==> config.mk <==
export PLATFORM = sky130hd
export DESIGN_NAME = rram_access_sequencer
export DESIGN_NICKNAME = d
export VERILOG_FILES = /design/src/rtl/rram_access_sequencer.sv
export SDC_FILE = /design/constraint.sdc
export NUM_CORES = 1
export LEC_CHECK = 0
export CORE_UTILIZATION = 38
export DETAILED_ROUTE_END_ITERATION = 12
export DONT_BUFFER_PORTS = 1
export HOLD_SLACK_MARGIN = 0.02
export PLACE_DENSITY_LB_ADDON = 0.1
export SLEW_MARGIN = 30
export SYNTH_ARGS = -nofsm -noshare
export SYNTH_HDL_FRONTEND = slang
export SYNTH_SLANG_ARGS = --single-unit
==> constraint.sdc <==
create_clock -name clk -period 5.6 [get_ports clk]
set_input_delay 0.84 -clock clk [delete_from_list [all_inputs] [get_ports clk]]
set_output_delay 0.84 -clock clk [all_outputs]
set_load 0.05 [all_outputs]
==> src/rtl/rram_access_sequencer.sv <==
// rram_access_sequencer: 2-deep request FIFO that issues EN pulses to controller_5V and returns one response per op
module rram_access_sequencer #(
  parameter int B_SIZE    = 4,
  parameter int X_SIZE    = 4,
  parameter int Y_SIZE    = 6,
  parameter int RD_CYCLES = 4,
  parameter int WR_CYCLES = 2
) (
  input  logic                     clk,
  input  logic                     reset,
  input  logic                     REQ_VALID,
  output logic                     REQ_READY,
  input  logic                     REQ_RW,
  input  logic [X_SIZE+Y_SIZE-1:0] REQ_ADDR,
  input  logic [B_SIZE-1:0]        REQ_WDATA,
  output logic                     EN,
  output logic                     RW,
  output logic [X_SIZE-1:0]        X_ADDRESS_IN,
  output logic [Y_SIZE-1:0]        Y_ADDRESS_IN,
  output logic [B_SIZE-1:0]        WDATA,
  input  logic                     EN_SA,
  input  logic [B_SIZE-1:0]        SA_DATA,
  output logic                     RSP_VALID,
  output logic                     RSP_RW,
  output logic [B_SIZE-1:0]        RSP_RDATA,
  output logic                     RSP_ERR,
  output logic                     BUSY
);
  localparam int E_SIZE = 1 + X_SIZE + Y_SIZE + B_SIZE;
  localparam int C_SIZE = $clog2((RD_CYCLES > WR_CYCLES ? RD_CYCLES : WR_CYCLES) + 1);
  typedef enum logic [2:0] {IDLE, ISSUE, WAIT_WR, WAIT_RD, RESP} state_t;
  state_t r_state, w_state_nxt;
  logic [E_SIZE-1:0] r_mem [2];
  logic              r_wp, r_rp;
  logic [1:0]        r_count, w_count_nxt;
  logic              w_push, w_pop;
  logic [E_SIZE-1:0] w_head;
  logic [C_SIZE-1:0] r_cnt, w_cnt_nxt;
  logic              r_en, w_en_nxt, r_rw, w_rw_nxt;
  logic [X_SIZE-1:0] r_x, w_x_nxt;
  logic [Y_SIZE-1:0] r_y, w_y_nxt;
  logic [B_SIZE-1:0] r_wdata, w_wdata_nxt;
  logic              r_rsp_valid, w_rsp_valid_nxt, r_rsp_rw, w_rsp_rw_nxt;
  logic [B_SIZE-1:0] r_rsp_rdata, w_rsp_rdata_nxt;
  logic              r_rsp_err, w_rsp_err_nxt;
  logic              r_ready, r_busy;
  assign REQ_READY    = r_ready;
  assign EN           = r_en;
  assign RW           = r_rw;
  assign X_ADDRESS_IN = r_x;
  assign Y_ADDRESS_IN = r_y;
  assign WDATA        = r_wdata;
  assign RSP_VALID    = r_rsp_valid;
  assign RSP_RW       = r_rsp_rw;
  assign RSP_RDATA    = r_rsp_rdata;
  assign RSP_ERR      = r_rsp_err;
  assign BUSY         = r_busy;
  always_comb begin
    w_push          = REQ_VALID && r_ready;
    w_pop           = (r_state == IDLE) && (r_count != 2'd0);
    w_head          = r_mem[r_rp];
    w_count_nxt     = r_count + {1'b0, w_push} - {1'b0, w_pop};
    w_state_nxt     = r_state;
    w_cnt_nxt       = r_cnt;
    w_en_nxt        = 1'b0;
    w_rw_nxt        = r_rw;
    w_x_nxt         = r_x;
    w_y_nxt         = r_y;
    w_wdata_nxt     = r_wdata;
    w_rsp_valid_nxt = 1'b0;
    w_rsp_rw_nxt    = r_rsp_rw;
    w_rsp_rdata_nxt = r_rsp_rdata;
    w_rsp_err_nxt   = r_rsp_err;
    case (r_state)
      IDLE: if (w_pop) begin
        w_state_nxt = ISSUE;
        w_en_nxt    = 1'b1;
        {w_rw_nxt, w_y_nxt, w_x_nxt, w_wdata_nxt} = w_head;
      end
      ISSUE: begin
        w_cnt_nxt   = '0;
        w_state_nxt = r_rw ? WAIT_RD : WAIT_WR;
      end
      WAIT_WR: begin
        w_cnt_nxt = r_cnt + 1'b1;
        if (r_cnt == C_SIZE'(WR_CYCLES - 1)) begin
          w_state_nxt     = RESP;
          w_rsp_valid_nxt = 1'b1;
          w_rsp_rw_nxt    = 1'b0;
          w_rsp_rdata_nxt = '0;
          w_rsp_err_nxt   = 1'b0;
        end
      end
      WAIT_RD: begin
        w_cnt_nxt = r_cnt + 1'b1;
        if (EN_SA || r_cnt == C_SIZE'(RD_CYCLES - 1)) begin
          w_state_nxt     = RESP;
          w_rsp_valid_nxt = 1'b1;
          w_rsp_rw_nxt    = 1'b1;
          w_rsp_rdata_nxt = EN_SA ? SA_DATA : '0;
          w_rsp_err_nxt   = !EN_SA;
        end
      end
      RESP:    w_state_nxt = IDLE;
      default: w_state_nxt = IDLE;
    endcase
  end
  always_ff @(posedge clk) begin
    if (reset) begin
      r_state     <= IDLE;
      r_count     <= '0;
      r_wp        <= 1'b0;
      r_rp        <= 1'b0;
      r_cnt       <= '0;
      r_en        <= 1'b0;
      r_rw        <= 1'b0;
      r_x         <= '0;
      r_y         <= '0;
      r_wdata     <= '0;
      r_rsp_valid <= 1'b0;
      r_rsp_rw    <= 1'b0;
      r_rsp_rdata <= '0;
      r_rsp_err   <= 1'b0;
      r_ready     <= 1'b1;
      r_busy      <= 1'b0;
    end else begin
      if (w_push) r_mem[r_wp] <= {REQ_RW, REQ_ADDR, REQ_WDATA};
      r_wp        <= r_wp ^ w_push;
      r_rp        <= r_rp ^ w_pop;
      r_state     <= w_state_nxt;
      r_count     <= w_count_nxt;
      r_cnt       <= w_cnt_nxt;
      r_en        <= w_en_nxt;
      r_rw        <= w_rw_nxt;
      r_x         <= w_x_nxt;
      r_y         <= w_y_nxt;
      r_wdata     <= w_wdata_nxt;
      r_rsp_valid <= w_rsp_valid_nxt;
      r_rsp_rw    <= w_rsp_rw_nxt;
      r_rsp_rdata <= w_rsp_rdata_nxt;
      r_rsp_err   <= w_rsp_err_nxt;
      r_ready     <= w_count_nxt != 2'd2;
      r_busy      <= (w_state_nxt != IDLE) || (w_count_nxt != 2'd0);
    end
  end
endmodule

==> flow_summary.yaml, run 1 <==
synthesis:
  ys_top_cells_by_count: "dfxtp_1, edfxtp_1, nor2_1"
  synth_area_leaders: "edfxtp_1, dfxtp_1, a211oi_2"
  yosysTopAreaCell: "edfxtp_1"
  synth.top_cell.area_share: 0.3620
  synth-main-ff-cell: "dfxtp_1"
  ys_seq_area_frac: 0.6435
  avgSynthCellArea_um2: 13.31
  async_reset_ff_frac: 0
  yosysMostFrequentCell: "dfxtp_1"
  syn-cell-area_um2: 2489
  yosysWarnings: 0
  synth_cell_type_count: 37
  synth_nets: 215
  synth_edf_count: 30
  netlist_instances: 187
  yosys_register_bits: 65
sta:
  slew_headroom: 0.6145
  fmax_mhz: 352.9
  fin_skew_ps: 6.345
  fin_crit_ps: 2834
  hold_viol: 0
  fin_crit_sh: 0.5060
  worst_pin_slew_ps: 577.5
  slew_violations: 0
  finalSetupViolations: 0
  rsz0062_at_grt: "no"
  setup_tns_ps: 0
critical_path:
  path_depth: 9
  timing.critical_path.buf_inv: 2
  worstPathArrival_ps: 3050
  end_kind: "flip-flop"
  critical_path.endpoint: "BUSY"
  startpoint_type: "flip-flop"
  crit_path_start: "r_state[0]"
  path_class: "flip-flop to flip-flop"
  r2r-start: "r_state[0]"
  crit_fanout: 32
  rr_endpoint: "BUSY"
  r2r_slack_ps: 2770
  max_stage_delay_ps: 590
  cpMostUsedCell: "ha_1"
  reg2reg_depth: 9
  worstPathCellList: "or4_4 -> clkinv_2 -> ha_1 -> inv_1 -> ha_1 -> xor2_1 -> xnor2_1 -> a31oi_1 -> or3_1"
  critPathTopFamily: "simple AND/OR/NAND/NOR gates"
  crit_slowest_cell: "or4_4"
  crit_required_ps: 5810
floorplan:
  ios: 48
  die_height_um: 82.93
  initial_core_util: 0.3919
  die-width_um: 82.93
  fp-row-count: 29
  dieArea_um2: 6877
  coreArea_um2: 6350
global_route:
  grt_use_met1: 0.1488
  grt_pass1_wl_mm: 6.975
  gr-usage-met3: 0.05666
  grt_max_degree: 37
  grt_pass1_vias: 1427
  overflow: 0
  gr-max-usage-layer: "met2"
  antenna_found_initial: 0
  use_met2: 0.2146
  grt_util_all_layers: 0.1344
pwr:
  p_clk_frac: 0.250
  comb_power_share: 0.209
  p_sw_uw: 694.2
  ir_worst_vdd_mv: 0.3329
  netSwitchingFraction: 0.4056
  cellLeakagePower_uw: 0.0009559
  p_int_uw: 1017
  power_frac_seq: 0.541
  powerDensity_nw_per_um2: 622.4
  total_power_uw: 1712
final_layout:
  n_antenna_cell: 0
  final_nets: 217
  fillers: 588
  layout-drive-gt1-share: 0.2062
  area_delta_synth_final_pct: 10.51
cts:
  cts.clk_slew.worst_paths_ps: 70
  cts_buffers: 9
  cts_tree: "done"
  cts_resized: 0
  cts.sinks: 65
  cts_root_buffer: "clkbuf_8"
  clock_latency_ps: 330
  h-tree-depth: 3
  cts_hold_buf: 0
  post_cts_buffers: 0
  cts_max_path_buffers: 2
route:
  routed_wl_mm: 4.183
  wl_per_cell_um: 15.44
  detail-route-antenna-nets: 0
  dr.pass1.iters: 4
  drc: 0
  num_vias: 1396
  drtIter0Drc: 37
  vias_per_cell: 5.151
run_status:
  outcome: "finished, final reports clean"
place:
  place.gp.congestion: 0.7318
  dp_hpwl_mm: 2.745
  portBuffers: 0
worst_hold_path:
  worstHoldPathType: "flip-flop to flip-flop"
flow_run:
  drv_cap: 0
## worst register-to-register path, cell delays in order (launching register included)
cell and delay, ps:
dfxtp_1 390, or4_4 590, clkinv_2 400, ha_1 320, inv_1 50, ha_1 150
xor2_1 180, xnor2_1 190, a31oi_1 120, or3_1 330
## cell usage in the layout, fill, tap and decap left out, drive strengths merged, types with 3 or more instances in the layout
cell type and instances:
nor3 4, dfxtp 35, edfxtp 30, nand2 3, ha 5, a211oi 16, clkinv 6, nor2 32
inv 4, a21oi 5, mux2i 15, clkbuf 9, a22oi 4
## cells by family after synthesis
| kind of cell | synth area share |
|---|---|
| buffers and inverters | 0.04022 |
| adder cells (fa/ha/maj) | 0.02514 |
| XOR/XNOR | 0.01408 |
| flip-flops | 0.6435 |
| AND/OR/NAND/NOR | 0.1001 |
| AO/OA/AOI/OAI | 0.1166 |
| multiplexers | 0.06033 |
## cell type report
class,count,area [µm²],area share
clock buffers,9,123.9,0.04504
clock inverters,7,95.09,0.03458
inverters,5,20.02,0.007279
multi-input cells,106,797.0,0.2898
flip-flops and latches,65,1603,0.5828
well taps,77,96.34,0.03503
repair buffers,2,15.01,0.005460
## layer usage
| metal | share of wire | wire length [µm] |
|---|---|---|
| met4 | 0.022 | 94 |
| met3 | 0.071 | 299 |
| met1 | 0.42 | 1750 |
| met2 | 0.49 | 2039 |
| met5 | 0 | 0 |
## flip-flops by register name, indices dropped and copies added, names as in the netlist, 2 cells and up
name          flops
r_state           3
r_count           2
Y_ADDRESS_IN      6
RSP_RDATA         4
X_ADDRESS_IN      4
r_mem            30
WDATA             4
r_cnt             3
## per-stage QoR
stage / hold WS, ps / cells / utilization / worst slack, ps / cell area [µm²]
after floorplan: 480.6 / 187 / - / 2715 / 2489
after global placement: 505.5 / 255 / 0.3984 / 2893 / 2530
after detailed placement: 518.6 / 255 / 0.3984 / 2755 / 2530
after CTS: 530.4 / 271 / 0.4329 / 2729 / 2749
after global routing: 541.1 / 271 / 0.4331 / 2588 / 2750
final: 520.7 / 271 / 0.4331 / 2766 / 2750
## worst min path at each step
stage / from / end / slack [ps] / cells after the start
detailed placement: r_cnt[1] / r_cnt[1] / 520 / 2
finish: r_cnt[1] / r_cnt[1] / 520 / 2
global route: reset / X_ADDRESS_IN[2] / 540 / 1
floorplan: r_cnt[1] / r_cnt[1] / 480 / 2
CTS: r_cnt[1] / r_cnt[1] / 530 / 2
global placement: r_cnt[1] / r_cnt[1] / 510 / 2
## power groups by stage
stage	combinational (µW)	sequential, µW	clock, µW
floorplan	376	886	0
global placement	348	939	0
detailed placement	364	942	0
CTS	366	931	439
global route	404	946	464
finish	358	927	427
Note: power is estimated with default switching activity, not from simulation.
==> run 2: changes to the inputs <==
ABC_AREA = 1   (was not set)
clock period = 2.45 ns   (was 5.6 ns; I/O delays follow)
==> run 2 against run 1 <==
Critical path depth rose by 1. Register-to-register slack worse by 2200 ps. Non-clock buffer count up 2. Clock power increased by 83%. Synthesized cell count up 23%. First-iteration DRC count increased by 62%. Count of clock-buffer cells in the layout grew 2. Setup slack lost 2200 ps. Synthesized area up 1.1%. Largest power group unchanged.
==> flow_summary.yaml, run 2 <==
run_status:
  outcome: "finished, final reports clean"
global_route:
  grt_util_all_layers: 0.1388
  overflow: 0
  antenna_found_initial: 0
  grt_pass1_wl_mm: 7.120
  grt_pass1_vias: 1494
  grt_max_degree: 34
final_layout:
  area_delta_synth_final_pct: 9.403
  final_util: 0.4308
  final_area_um2: 2751
  top_register: "r_mem"
  layout-drive-gt1-share: 0.1250
  largest_reg_flops: 30
  n_antenna_cell: 0
  final_nets: 263
  final_common_cell: "nand2_1"
  final_cell_mix: "nand2_1, dfxtp_1, edfxtp_1"
pwr:
  total_power_uw: 3274
  powerDensity_nw_per_um2: 1190
  ir_worst_vdd_mv: 0.5614
  cellLeakagePower_uw: 0.001163
synthesis:
  synth-main-ff-cell: "dfxtp_1"
  ys_top_cells_by_count: "nand2_1, dfxtp_1, edfxtp_1"
  ys_seq_area_frac: 0.6368
  synth_edf_count: 30
  yosysTopAreaCell: "edfxtp_1"
  async_reset_ff_frac: 0
  syn-cell-area_um2: 2515
  yosys_register_bits: 65
  synth_nets: 258
  avgSynthCellArea_um2: 10.93
  yosysWarnings: 0
  netlist_instances: 230
  synth.top_cell.area_share: 0.3582
  synth_area_leaders: "edfxtp_1, dfxtp_1, nand2_1"
  synth_cell_type_count: 28
  yosysMostFrequentCell: "nand2_1"
route:
  drtIter0Drc: 60
  routed_wl_mm: 4.366
  drc: 0
  dr.pass1.iters: 4
  detail-route-antenna-nets: 0
  num_vias: 1533
  wl_per_cell_um: 13.77
  vias_per_cell: 4.836
critical_path:
  rr_endpoint: "BUSY"
  crit_fanout: 33
  crit_path_start: "r_state[2]"
  r2r-start: "r_state[2]"
  worstPathArrival_ps: 2110
  end_kind: "flip-flop"
  reg2reg_depth: 10
  startpoint_type: "flip-flop"
  critical_path.endpoint: "BUSY"
  r2r_slack_ps: 550
  path_class: "flip-flop to flip-flop"
  crit_required_ps: 2670
sta:
  fin_skew_ps: 10.08
  hold_viol: 0
  fmax_mhz: 526.8
  worst_slack_ps: 551.9
  fin_crit_sh: 0.7748
  finalSetupViolations: 0
  rsz0062_at_grt: "no"
  slew_violations: 0
  fin_crit_ps: 1898
  worst_pin_slew_ps: 637.8
  setup_tns_ps: 0
  slew_headroom: 0.5744
cts:
  cts_buffers: 9
  cts.clk_slew.worst_paths_ps: 70
  cts_resized: 0
  cts_max_path_buffers: 2
  post_cts_buffers: 0
  cts_tree: "done"
  clock_latency_ps: 340
  h-tree-depth: 3
  cts.sinks: 65
  cts_hold_buf: 0
  cts_root_buffer: "clkbuf_8"
floorplan:
  initial_core_util: 0.3938
  ios: 48
  die_height_um: 83.35
  coreArea_um2: 6386
  fp-row-count: 29
  die-width_um: 83.35
  dieArea_um2: 6947
worst_hold_path:
  holdPathStages: 1
  worstHoldPathType: "primary input to flip-flop"
place:
  dp_hpwl_mm: 2.733
  portBuffers: 0
  dpl_cell_area_um2: 2577
  dp_slack_ps: 546.2
  place.gp.congestion: 0.7476
flow_run:
  drv_cap: 0
==> run 2: worst min-delay path by stage <==
| stage | startpoint | end | slack (ps) |
|---|---|---|---|
| floorplan | r_wp | r_wp | 440 |
| global placement | reset | RSP_RDATA[2] | 440 |
| finish | reset | RSP_ERR | 90 |
| CTS | reset | RSP_RDATA[0] | 70 |
| detailed placement | reset | RSP_RDATA[0] | 440 |
| global route | reset | RSP_RDATA[0] | 60 |
==> run 2: cell type report <==
cell class / instances / area, µm²
multi-input combinational: 133 / 762.0
timing repair buffer: 4 / 30.03
tap: 77 / 96.34
clock buffer: 11 / 141.4
sequential: 65 / 1602
fill: 616 / 3635
inverter: 22 / 87.58
clock inverter: 5 / 32.53
==> run 2: stage by stage <==
| step | hold WS, ps | cells |
|---|---|---|
| final | 94.84 | 317 |
| after global routing | 63.28 | 317 |
| after CTS | 67.48 | 317 |
| after detailed placement | 440.7 | 301 |
| after global placement | 438.4 | 301 |
| after floorplan | 444.2 | 230 |
==> run 2: power by group <==
part,switching [µW],leakage [µW],internal (µW),total [µW]
Clock,391,0.0000846,391,782
Combinational,465,0.000516,271,736
Sequential,435,0.000562,1320,1760
==> run 2: routing by layer <==
| metal | track usage | part of all wire | vias to the layer above |
|---|---|---|---|
| met4 | 0.07053 | 0.019 | 0 |
| li1 | - | - | 789 |
| met3 | 0.07952 | 0.081 | 9 |
| met1 | 0.1497 | 0.41 | 696 |
| met2 | 0.2168 | 0.49 | 39 |
| met5 | 0 | 0 | - |
==> run 2: worst max-delay path: stages (launching register included) <==
cell      delay (ps)
dfxtp_1          430
nor2_2            90
nand3_4          100
clkinv_4         200
ha_1             350
inv_1             40
ha_1             260
inv_1             90
nand3_1           80
nand2_1           60
nand3_1           80
==> run 2: cell families (layout without fill, tap and decap cells) <==
group	count (synthesis)	count (layout)	share of synthesized area
xor+xnor	2	2	0.006966
simple gates	93	93	0.1716
fa+ha+maj	5	5	0.02488
buf+inv	32	42	0.06219
flops	65	65	0.6368
compound gates	33	33	0.09751
